File: src/rtl/mini_src_pkg.sv
// Shared definitions for the Mini SRC hardwired control unit: opcodes, sequencer
// states, instruction classes and the datapath strobe bundle.
package mini_src_pkg;

    localparam logic [4:0] OP_LD   = 5'b00000;
    localparam logic [4:0] OP_LDI  = 5'b00001;
    localparam logic [4:0] OP_ST   = 5'b00010;
    localparam logic [4:0] OP_ADD  = 5'b00011;
    localparam logic [4:0] OP_SUB  = 5'b00100;
    localparam logic [4:0] OP_SHR  = 5'b00101;
    localparam logic [4:0] OP_SHL  = 5'b00111;
    localparam logic [4:0] OP_ROR  = 5'b01000;
    localparam logic [4:0] OP_ROL  = 5'b01001;
    localparam logic [4:0] OP_AND  = 5'b01010;
    localparam logic [4:0] OP_OR   = 5'b01011;
    localparam logic [4:0] OP_ADDI = 5'b01100;
    localparam logic [4:0] OP_ANDI = 5'b01101;
    localparam logic [4:0] OP_ORI  = 5'b01110;
    localparam logic [4:0] OP_BR   = 5'b10011;
    localparam logic [4:0] OP_JR   = 5'b10100;
    localparam logic [4:0] OP_NOP  = 5'b11010;
    localparam logic [4:0] OP_HALT = 5'b11011;

    typedef enum logic [3:0] {
        ST_RST, ST_T0, ST_T1, ST_T2, ST_T3, ST_T4, ST_T5, ST_T6, ST_T7, ST_HALT
    } state_t;

    typedef enum logic [3:0] {
        CLS_LD, CLS_LDI, CLS_ST, CLS_ALU_R, CLS_ALU_I,
        CLS_BR, CLS_JR, CLS_NOP, CLS_HALT, CLS_ILL
    } iclass_t;

    // One bit per datapath strobe, in port order.
    typedef struct packed {
        logic pc_out;
        logic pc_in;
        logic inc_pc;
        logic ir_in;
        logic y_in;
        logic z_in;
        logic zlow_out;
        logic mar_in;
        logic mdr_in;
        logic mdr_out;
        logic read;
        logic write;
        logic c_out;
        logic gra;
        logic grb;
        logic grc;
        logic rin;
        logic rout;
        logic ba_out;
        logic con_in;
    } ctrl_t;

endpackage

File: src/rtl/cu_decode.sv
// Opcode to instruction-class decode; anything unlisted is classed illegal.
module cu_decode
    import mini_src_pkg::*;
#(
    parameter int unsigned OPC_W = 5
) (
    input  logic [OPC_W-1:0] opcode,
    output iclass_t          iclass_c
);

    always_comb begin
        iclass_c = CLS_ILL;
        case (opcode)
            OPC_W'(OP_LD):   iclass_c = CLS_LD;
            OPC_W'(OP_LDI):  iclass_c = CLS_LDI;
            OPC_W'(OP_ST):   iclass_c = CLS_ST;
            OPC_W'(OP_ADD), OPC_W'(OP_SUB), OPC_W'(OP_SHR), OPC_W'(OP_SHL),
            OPC_W'(OP_ROR), OPC_W'(OP_ROL), OPC_W'(OP_AND), OPC_W'(OP_OR):
                             iclass_c = CLS_ALU_R;
            OPC_W'(OP_ADDI), OPC_W'(OP_ANDI), OPC_W'(OP_ORI):
                             iclass_c = CLS_ALU_I;
            OPC_W'(OP_BR):   iclass_c = CLS_BR;
            OPC_W'(OP_JR):   iclass_c = CLS_JR;
            OPC_W'(OP_NOP):  iclass_c = CLS_NOP;
            OPC_W'(OP_HALT): iclass_c = CLS_HALT;
            default:         iclass_c = CLS_ILL;
        endcase
    end

endmodule

File: src/rtl/control_sequencer.sv
// Hardwired Moore control unit for the Mini SRC datapath: fetch, decode and the
// per-instruction T3-T7 strobe sequence, with optional memory wait states.
module control_sequencer
    import mini_src_pkg::*;
#(
    parameter int unsigned MEM_WAIT_CYCLES = 0,
    parameter int unsigned OPC_W           = 5
) (
    input  logic        clk,
    input  logic        clr,
    input  logic [31:0] IR_Data,
    input  logic        CON_out,
    output logic        PC_out,
    output logic        PC_in,
    output logic        IncPC,
    output logic        IR_in,
    output logic        Y_in,
    output logic        Z_in,
    output logic        Zlow_out,
    output logic        MAR_in,
    output logic        MDR_in,
    output logic        MDR_out,
    output logic        Read,
    output logic        Write,
    output logic        C_out,
    output logic        Gra,
    output logic        Grb,
    output logic        Grc,
    output logic        Rin,
    output logic        Rout,
    output logic        BAout,
    output logic        CON_in,
    output logic [4:0]  alu_op,
    output logic        run,
    output logic        illegal
);

    localparam int unsigned WAIT_W = (MEM_WAIT_CYCLES > 0) ? $clog2(MEM_WAIT_CYCLES + 1) : 1;

    state_t            state;
    logic [WAIT_W-1:0] wait_cnt;
    logic [OPC_W-1:0]  opcode;
    iclass_t           iclass_c;
    logic              mem_state_c;
    logic              mem_hold_c;
    logic              unused_ir;
    ctrl_t             ctrl_c;
    logic [4:0]        alu_op_c;
    logic              run_c;
    logic              illegal_c;

    // IR is stable from T3 until the next fetch, so decoding it live is safe.
    assign opcode    = IR_Data[31 -: OPC_W];
    assign unused_ir = ^IR_Data[31-OPC_W:0];

    cu_decode #(.OPC_W(OPC_W)) u_decode (
        .opcode   (opcode),
        .iclass_c (iclass_c)
    );

    assign mem_state_c = (state == ST_T1)
                      || (state == ST_T6 && iclass_c == CLS_LD)
                      || (state == ST_T7 && iclass_c == CLS_ST);
    assign mem_hold_c  = mem_state_c && (wait_cnt != WAIT_W'(MEM_WAIT_CYCLES));

    // State register and wait counter; a held memory state only advances the counter.
    always_ff @(posedge clk) begin
        if (clr) begin
            state    <= ST_RST;
            wait_cnt <= '0;
        end else if (mem_hold_c) begin
            wait_cnt <= wait_cnt + WAIT_W'(1);
        end else begin
            wait_cnt <= '0;
            case (state)
                ST_RST:  state <= ST_T0;
                ST_T0:   state <= ST_T1;
                ST_T1:   state <= ST_T2;
                ST_T2:   state <= ST_T3;
                ST_T3: begin
                    case (iclass_c)
                        CLS_HALT:                    state <= ST_HALT;
                        CLS_JR, CLS_NOP, CLS_ILL:    state <= ST_T0;
                        default:                     state <= ST_T4;
                    endcase
                end
                ST_T4:   state <= ST_T5;
                ST_T5: begin
                    if (iclass_c == CLS_LD || iclass_c == CLS_ST || iclass_c == CLS_BR)
                        state <= ST_T6;
                    else
                        state <= ST_T0;
                end
                ST_T6: begin
                    if (iclass_c == CLS_LD || iclass_c == CLS_ST)
                        state <= ST_T7;
                    else
                        state <= ST_T0;
                end
                ST_T7:   state <= ST_T0;
                ST_HALT: state <= ST_HALT;
                default: state <= ST_RST;
            endcase
        end
    end

    // Strobe decode of the current state (plus instruction class and, in br-T6, CON_out).
    always_comb begin
        ctrl_c    = '0;
        alu_op_c  = '0;
        run_c     = 1'b1;
        illegal_c = 1'b0;
        case (state)
            ST_T0: begin
                ctrl_c.pc_out = 1'b1; ctrl_c.mar_in = 1'b1;
                ctrl_c.inc_pc = 1'b1; ctrl_c.z_in   = 1'b1;
            end
            ST_T1: begin
                ctrl_c.zlow_out = 1'b1; ctrl_c.pc_in  = 1'b1;
                ctrl_c.read     = 1'b1; ctrl_c.mdr_in = 1'b1;
            end
            ST_T2: begin
                ctrl_c.mdr_out = 1'b1; ctrl_c.ir_in = 1'b1;
            end
            ST_T3: begin
                case (iclass_c)
                    CLS_LD, CLS_LDI, CLS_ST: begin
                        ctrl_c.grb = 1'b1; ctrl_c.ba_out = 1'b1; ctrl_c.y_in = 1'b1;
                    end
                    CLS_ALU_R, CLS_ALU_I: begin
                        ctrl_c.grb = 1'b1; ctrl_c.rout = 1'b1; ctrl_c.y_in = 1'b1;
                    end
                    CLS_BR: begin
                        ctrl_c.gra = 1'b1; ctrl_c.rout = 1'b1; ctrl_c.con_in = 1'b1;
                    end
                    CLS_JR: begin
                        ctrl_c.gra = 1'b1; ctrl_c.rout = 1'b1; ctrl_c.pc_in = 1'b1;
                    end
                    CLS_ILL: illegal_c = 1'b1;
                    default: ;
                endcase
            end
            ST_T4: begin
                case (iclass_c)
                    CLS_LD, CLS_LDI, CLS_ST: begin
                        ctrl_c.c_out = 1'b1; ctrl_c.z_in = 1'b1; alu_op_c = OP_ADD;
                    end
                    CLS_ALU_R: begin
                        ctrl_c.grc = 1'b1; ctrl_c.rout = 1'b1; ctrl_c.z_in = 1'b1;
                        alu_op_c = 5'(opcode);
                    end
                    CLS_ALU_I: begin
                        ctrl_c.c_out = 1'b1; ctrl_c.z_in = 1'b1; alu_op_c = 5'(opcode);
                    end
                    CLS_BR: begin
                        ctrl_c.pc_out = 1'b1; ctrl_c.y_in = 1'b1;
                    end
                    default: ;
                endcase
            end
            ST_T5: begin
                case (iclass_c)
                    CLS_LD, CLS_ST: begin
                        ctrl_c.zlow_out = 1'b1; ctrl_c.mar_in = 1'b1;
                    end
                    CLS_LDI, CLS_ALU_R, CLS_ALU_I: begin
                        ctrl_c.zlow_out = 1'b1; ctrl_c.gra = 1'b1; ctrl_c.rin = 1'b1;
                    end
                    CLS_BR: begin
                        ctrl_c.c_out = 1'b1; ctrl_c.z_in = 1'b1; alu_op_c = OP_ADD;
                    end
                    default: ;
                endcase
            end
            ST_T6: begin
                case (iclass_c)
                    CLS_LD: begin
                        ctrl_c.read = 1'b1; ctrl_c.mdr_in = 1'b1;
                    end
                    CLS_ST: begin
                        ctrl_c.gra = 1'b1; ctrl_c.rout = 1'b1; ctrl_c.mdr_in = 1'b1;
                    end
                    CLS_BR: begin
                        ctrl_c.zlow_out = CON_out; ctrl_c.pc_in = CON_out;
                    end
                    default: ;
                endcase
            end
            ST_T7: begin
                case (iclass_c)
                    CLS_LD: begin
                        ctrl_c.mdr_out = 1'b1; ctrl_c.gra = 1'b1; ctrl_c.rin = 1'b1;
                    end
                    CLS_ST:  ctrl_c.write = 1'b1;
                    default: ;
                endcase
            end
            ST_HALT: run_c = 1'b0;
            default: ;
        endcase
    end

    assign {PC_out, PC_in, IncPC, IR_in, Y_in, Z_in, Zlow_out, MAR_in, MDR_in, MDR_out,
            Read, Write, C_out, Gra, Grb, Grc, Rin, Rout, BAout, CON_in} = ctrl_c;
    assign alu_op  = alu_op_c;
    assign run     = run_c;
    assign illegal = illegal_c;

endmodule
File: config.mk
export PLATFORM = sky130hd
export DESIGN_NAME = control_sequencer
export DESIGN_NICKNAME = d
export VERILOG_FILES = /design/src/rtl/mini_src_pkg.sv /design/src/rtl/cu_decode.sv /design/src/rtl/control_sequencer.sv
export SDC_FILE = /design/constraint.sdc
export NUM_CORES = 1
export LEC_CHECK = 0
export CAP_MARGIN = 20
export CORE_MARGIN = 4
export CORE_UTILIZATION = 39
export CTS_CLUSTER_DIAMETER = 150
export DETAILED_ROUTE_END_ITERATION = 12
export PLACE_DENSITY = 0.93
export SYNTH_ARGS = -nofsm -noshare
export SYNTH_HDL_FRONTEND = slang
export SYNTH_SLANG_ARGS = --single-unit
File: constraint.sdc
create_clock -name clk -period 3.8 [get_ports clk]
set_clock_uncertainty 0.1 [all_clocks]
set_input_delay 0.57 -clock clk [delete_from_list [all_inputs] [get_ports clk]]
set_output_delay 0.57 -clock clk [all_outputs]
set_load 0.02 [all_outputs]
==> results of run 1 <==
==> state kept, by name, indices dropped and copies added, names as in the netlist <==
name,cells
state,4
wait_cnt,1
==> area by class of cell <==
cell class	count	area (sq um)	area share
Tap cell	28	35.0	0.0270
Sequential cell	5	100	0.0772
Timing Repair Buffer	40	383	0.295
Inverter	6	22.5	0.0174
Multi-Input combinational cell	119	729	0.563
Clock buffer	4	26.3	0.0203
==> critical path, delay by kind of cell <==
kind,cells,cell delay [ns]
AOI/OAI and AO/OA,3,0.66
xor gates and xnor gates,1,0.26
buffers and inverters,2,1.41
==> path summary, 6_finish.rpt <==
| kind | start | endpoint | slack [ns] | cells after the start |
|---|---|---|---|---|
| max | IR_Data[27] | alu_op[0] | 0.22 | 6 |
| min | wait_cnt | state[1] | 0.40 | 2 |
| max reg2reg | state[2] | state[2] | 1.82 | 4 |
| min reg2reg | wait_cnt | state[1] | 0.40 | 2 |
==> synth_stat cells, types with 3 or more instances <==
| library cell | instances | share of area |
|---|---|---|
| a21oi_1 | 7 | 0.037 |
| a31oi_1 | 3 | 0.020 |
| and2_1 | 4 | 0.027 |
| clkbuf_1 | 13 | 0.052 |
| dfxtp_1 | 5 | 0.11 |
| inv_1 | 5 | 0.020 |
| nand2_1 | 20 | 0.080 |
| nand2b_1 | 3 | 0.020 |
| nand3_1 | 8 | 0.043 |
| nand3b_1 | 3 | 0.024 |
| nor2_1 | 8 | 0.032 |
| nor2b_1 | 4 | 0.027 |
| o21ai_0 | 10 | 0.053 |
| or3_1 | 4 | 0.027 |
==> kinds of logic after synthesis <==
kind of cell | count (synthesis) | share of synthesized area
AOI/OAI and AO/OA | 47 | 0.359
xor gates and xnor gates | 2 | 0.0187
buffers and inverters | 24 | 0.119
DFF | 5 | 0.107
other | 1 | 0.00400
and+or+nand+nor | 68 | 0.393
==> report_power, final <==
part	total (mW)	switching (mW)	internal [mW]
clock network	0.0662	0.0263	0.0400
registers	0.0656	0.00933	0.0563
logic	0.127	0.0708	0.0566
==> routing by layer <==
metal	global-route usage	routed length, um
met5	0	0
met4	0.0464	23
met3	0.0249	179
met2	0.297	1340
met1	0.236	1360
==> metrics by stage <==
stage                     area (sq um)  utilization  hold slack, ns
after floorplan                    941            -           0.343
after global placement            1270        0.563           0.377
after detailed placement          1270        0.563           0.391
after CTS                         1300        0.575           0.398
after global routing              1300        0.575           0.428
final                             1300        0.575           0.400
==> impl_metrics.json, run 1 <==
{
  "drcViolationCount": 0,
  "cts.sinks": 5,
  "post-cts-setup-buffers": 0,
  "required_ns": 3.13,
  "ys_seq_area_frac": 0.107,
  "antenna_found_initial": 0,
  "ctsResizeCount": 0,
  "p_total_mw": 0.259,
  "start_util": 0.416,
  "worstPathMaxFanout": 16,
  "fp.dieArea_sq_um": 3250,
  "dp_cells": 198,
  "drtIter0Drc": 50,
  "grt_pass1_vias": 1092,
  "slew_viol_final": 0,
  "postRouteWirelength_um": 2910,
  "outcome": "finished, final reports clean",
  "syn_area_per_cell_sq_um": 6.38,
  "detail-route-antenna-nets": 0,
  "cts_buffer_depth": 2,
  "die_w_um": 57.0,
  "synth-seq-cells": 5,
  "tns_ns": 0,
  "cts_buffers": 3,
  "io_buffers": 33,
  "cts.clk_slew.worst_paths_ns": 0.05,
  "end_kind": "output pin",
  "async_reset_ff_frac": 0,
  "worst_slack_ns": 0.223,
  "ctsHoldBuffers": 0,
  "syn_inst": 147,
  "core-area_sq_um": 2250,
  "hold_viol": 0,
  "hp-class": "reg -> reg",
  "setup_violations": 0,
  "slew_headroom": 0.654,
  "critical-path-max-stage-delay_ns": 0.78,
  "rows": 17,
  "cp-start-kind": "input port",
  "area_delta_synth_final_pct": 38.3,
  "cts_tree": "yes",
  "vias": 1185,
  "synth_edf_count": 0,
  "grt_max_degree": 20,
  "layout_common_cells": "clkdlybuf4s50_1 (33), nand2_1 (20), o21ai_0 (10), nor2_1 (8), nand3_1 (8)",
  "fin_crit_ns": 3.58,
  "grt_pass1_wl_um": 4770,
  "ys_warn_count": 0,
  "worstPathCellList": "clkdlybuf4s50_1 > xor2_1 > o21ai_0 > o22a_1 > a31oi_1 > clkdlybuf4s50_1",
  "arrival_ns": 2.91,
  "place_congestion": 0.887,
  "fin_crit_sh": 0.941,
  "n_fill_cell": 230,
  "powerDensity_nw_per_um2": 200,
  "crit_slowest_cell": "clkdlybuf4s50_1",
  "yosys_most_used_dff": "dfxtp_1",
  "grt_overflow": 0,
  "tightest_slew_ns": 0.511,
  "grt_usage": 0.177,
  "syn_area_sq_um": 937,
  "rsz0062_at_grt": "false",
  "dp_hpwl_um": 2220,
  "drv_cap": 0,
  "fin_cells": 202,
  "die_h_um": 57.0,
  "pre_cts_slack_ns": 0.227,
  "wire_per_inst_um": 14.4,
  "fmaxAchievable_ghz": 0.280,
  "ys_types": 50,
  "diodes": 0,
  "path_class": "in -> out",
  "cts_root_buf": "clkbuf_4",
  "via_per_inst": 5.87,
  "nets": 210,
  "ir_worst_vdd_mv": 0.128,
  "dr.pass1.iters": 4,
  "insertion_delay_ns": 0.25,
  "path_common_cell": "clkdlybuf4s50_1",
  "drive_above_1_share": 0.0805,
  "htreeDepth": 1,
  "io_pins": 62,
  "p_leak_nw": 0.459,
  "final_common_cell": "clkdlybuf4s50_1"
}
Note: power is estimated with default switching activity, not from simulation.
==> run 2: changes to the inputs <==
--- a/config.mk
+++ b/config.mk
@@ -6,10 +6,10 @@
 export NUM_CORES = 1
 export LEC_CHECK = 0
 export CAP_MARGIN = 20
-export CORE_MARGIN = 4
 export CORE_UTILIZATION = 39
 export CTS_CLUSTER_DIAMETER = 150
 export DETAILED_ROUTE_END_ITERATION = 12
+export MAX_ROUTING_LAYER = met4
 export PLACE_DENSITY = 0.93
 export SYNTH_ARGS = -nofsm -noshare
 export SYNTH_HDL_FRONTEND = slang
==> run 2 against run 1 <==
Compared with the run above: sequential share of layout area hardly changed; via count up 3.2%; cell count rose by 0.50%; register-to-register slack got worse by 0.05 ns; largest cell class unchanged; combinational power about the same; critical path type unchanged.
==> impl_metrics.json, run 2 (same netlist as run 1, synthesis figures left out) <==
{
  "outcome": "finished, final reports clean",
  "dr.pass1.iters": 4,
  "required_ns": 3.13,
  "slew_headroom": 0.671,
  "arrival_ns": 2.92,
  "grt_pass1_wl_um": 4600,
  "p_total_mw": 0.255,
  "p_seq_frac": 0.259,
  "critical-path-max-stage-delay_ns": 0.78,
  "insertion_delay_ns": 0.24,
  "worst_slack_ns": 0.214,
  "drtIter0Drc": 67,
  "n_fill_cell": 207,
  "end_kind": "output pin",
  "post-cts-setup-buffers": 0,
  "nets": 211,
  "io_pins": 62,
  "drcViolationCount": 0,
  "rsz0062_at_grt": "false",
  "cp-start-kind": "input port",
  "fin_crit_ns": 3.59,
  "place_congestion": 0.880,
  "detail-route-antenna-nets": 0,
  "cts_buffer_depth": 2,
  "fin_crit_sh": 0.944,
  "tightest_slew_ns": 0.487,
  "path_class": "in -> out",
  "p_comb_frac": 0.501,
  "rows": 17,
  "worst_path_dominant_cell_family": "buffers and inverters",
  "slew_viol_final": 0,
  "p_leak_nw": 0.464,
  "vias": 1223,
  "critPathBufInv": 2,
  "die_w_um": 51.0,
  "drive_above_1_share": 0.0857,
  "whs_ns": 0.394,
  "grt_usage": 0.230,
  "ir_worst_vdd_mv": 0.152,
  "core-area_sq_um": 2230,
  "cts.sinks": 5,
  "start_util": 0.420,
  "worstPathCellList": "clkdlybuf4s50_1 > nand3_1 > or2_1 > o22a_1 > a31oi_1 > clkdlybuf4s50_1",
  "reg_top3": "state: 4 flops, wait_cnt: 1 flops",
  "worstPathMaxFanout": 16,
  "powerDensity_nw_per_um2": 196,
  "layout_common_cells": "clkdlybuf4s50_1 (33), nand2_1 (20), o21ai_0 (10)",
  "regMostFlops": "state",
  "hold_viol": 0,
  "top_layer_used": "met4",
  "dp_hpwl_um": 2170,
  "htreeDepth": 1,
  "fmaxAchievable_ghz": 0.279,
  "p_sw_frac": 0.399,
  "area_delta_synth_final_pct": 39.1,
  "cts_buffers": 3,
  "ctsHoldBuffers": 0,
  "regArea_sq_um": 100,
  "fp.dieArea_sq_um": 2600,
  "largest_register_ffs": 4,
  "p_switching_mw": 0.102,
  "cts.clk_slew.worst_paths_ns": 0.04,
  "hp-class": "reg -> reg",
  "wl_met2_um": 1370,
  "cts_root_buf": "clkbuf_4",
  "setup_violations": 0,
  "multiInputGateArea_sq_um": 729,
  "routed-wl-met3_um": 200,
  "pre_cts_slack_ns": 0.219,
  "die_h_um": 51.0,
  "wire_per_inst_um": 14.0,
  "crit_slowest_cell": "clkdlybuf4s50_1",
  "grt_max_degree": 17,
  "antenna_found_initial": 0,
  "via_per_inst": 6.02,
  "met1Wirelength_um": 1250,
  "path_common_cell": "clkdlybuf4s50_1",
  "final_common_cell": "clkdlybuf4s50_1",
  "tns_ns": 0,
  "diodes": 0,
  "io_buffers": 33,
  "grt_pass1_vias": 1022,
  "cts_tree": "yes",
  "grt_overflow": 0,
  "drv_cap": 0,
  "postRouteWirelength_um": 2850,
  "ctsResizeCount": 0,
  "internal_power_mw": 0.153,
  "pwr-share-clk": 0.241
}
==> run 2: cell types whose count changed in the layout (fill, tap and decap cells not counted) <==
cell | before | now
buf_4 | 7 | 8
==> run 2: layout make-up <==
type | count | share of cell area
Inverter | 6 | 0.0173
Tap cell | 28 | 0.0269
Multi-Input combinational cell | 119 | 0.560
Timing Repair Buffer | 41 | 0.299
Clock buffer | 4 | 0.0202
Sequential cell | 5 | 0.0768
==> run 2: path summary, 6_finish.rpt <==
check                           cells after the start         from   endpoint  slack, ns
worst max-delay path                                6  IR_Data[27]  alu_op[0]       0.21
worst min-delay path                                2     wait_cnt   state[1]       0.39
worst max register to register                      4     state[2]   state[2]       1.77
worst min register to register                      2     wait_cnt   state[1]       0.39
==> run 2: power groups by stage <==
| stage | clock network [mW] | logic, mW | registers (mW) |
|---|---|---|---|
| finish | 0.0614 | 0.128 | 0.0660 |
| global route | 0.0667 | 0.138 | 0.0662 |
| CTS | 0.0627 | 0.126 | 0.0654 |
| detailed placement | 0 | 0.126 | 0.0663 |
| global placement | 0 | 0.122 | 0.0658 |
| floorplan | 0 | 0.0861 | 0.0585 |
==> run 2: metal layers <==
layer | vias to the layer above | global-route usage
li1 | 592 | -
met3 | 4 | 0.0327
met1 | 560 | 0.298
met4 | 0 | 0.0648
met5 | - | -
met2 | 67 | 0.368
==> run 2: worst register-to-register path: cells and delay by family, from the launching register on <==
kind                   cells  cell delay [ns]
AND/OR/NAND/NOR            3             1.12
flip-flops                 1             0.56
buffers and inverters      1             0.19
==> run 2: per-stage QoR <==
stage / cell area, sq um / utilization / instances
floorplan: 941 / - / 148
CTS: 1300 / 0.584 / 203
global route: 1300 / 0.584 / 203
finish: 1300 / 0.584 / 203
global placement: 1280 / 0.572 / 199
detailed placement: 1280 / 0.572 / 199
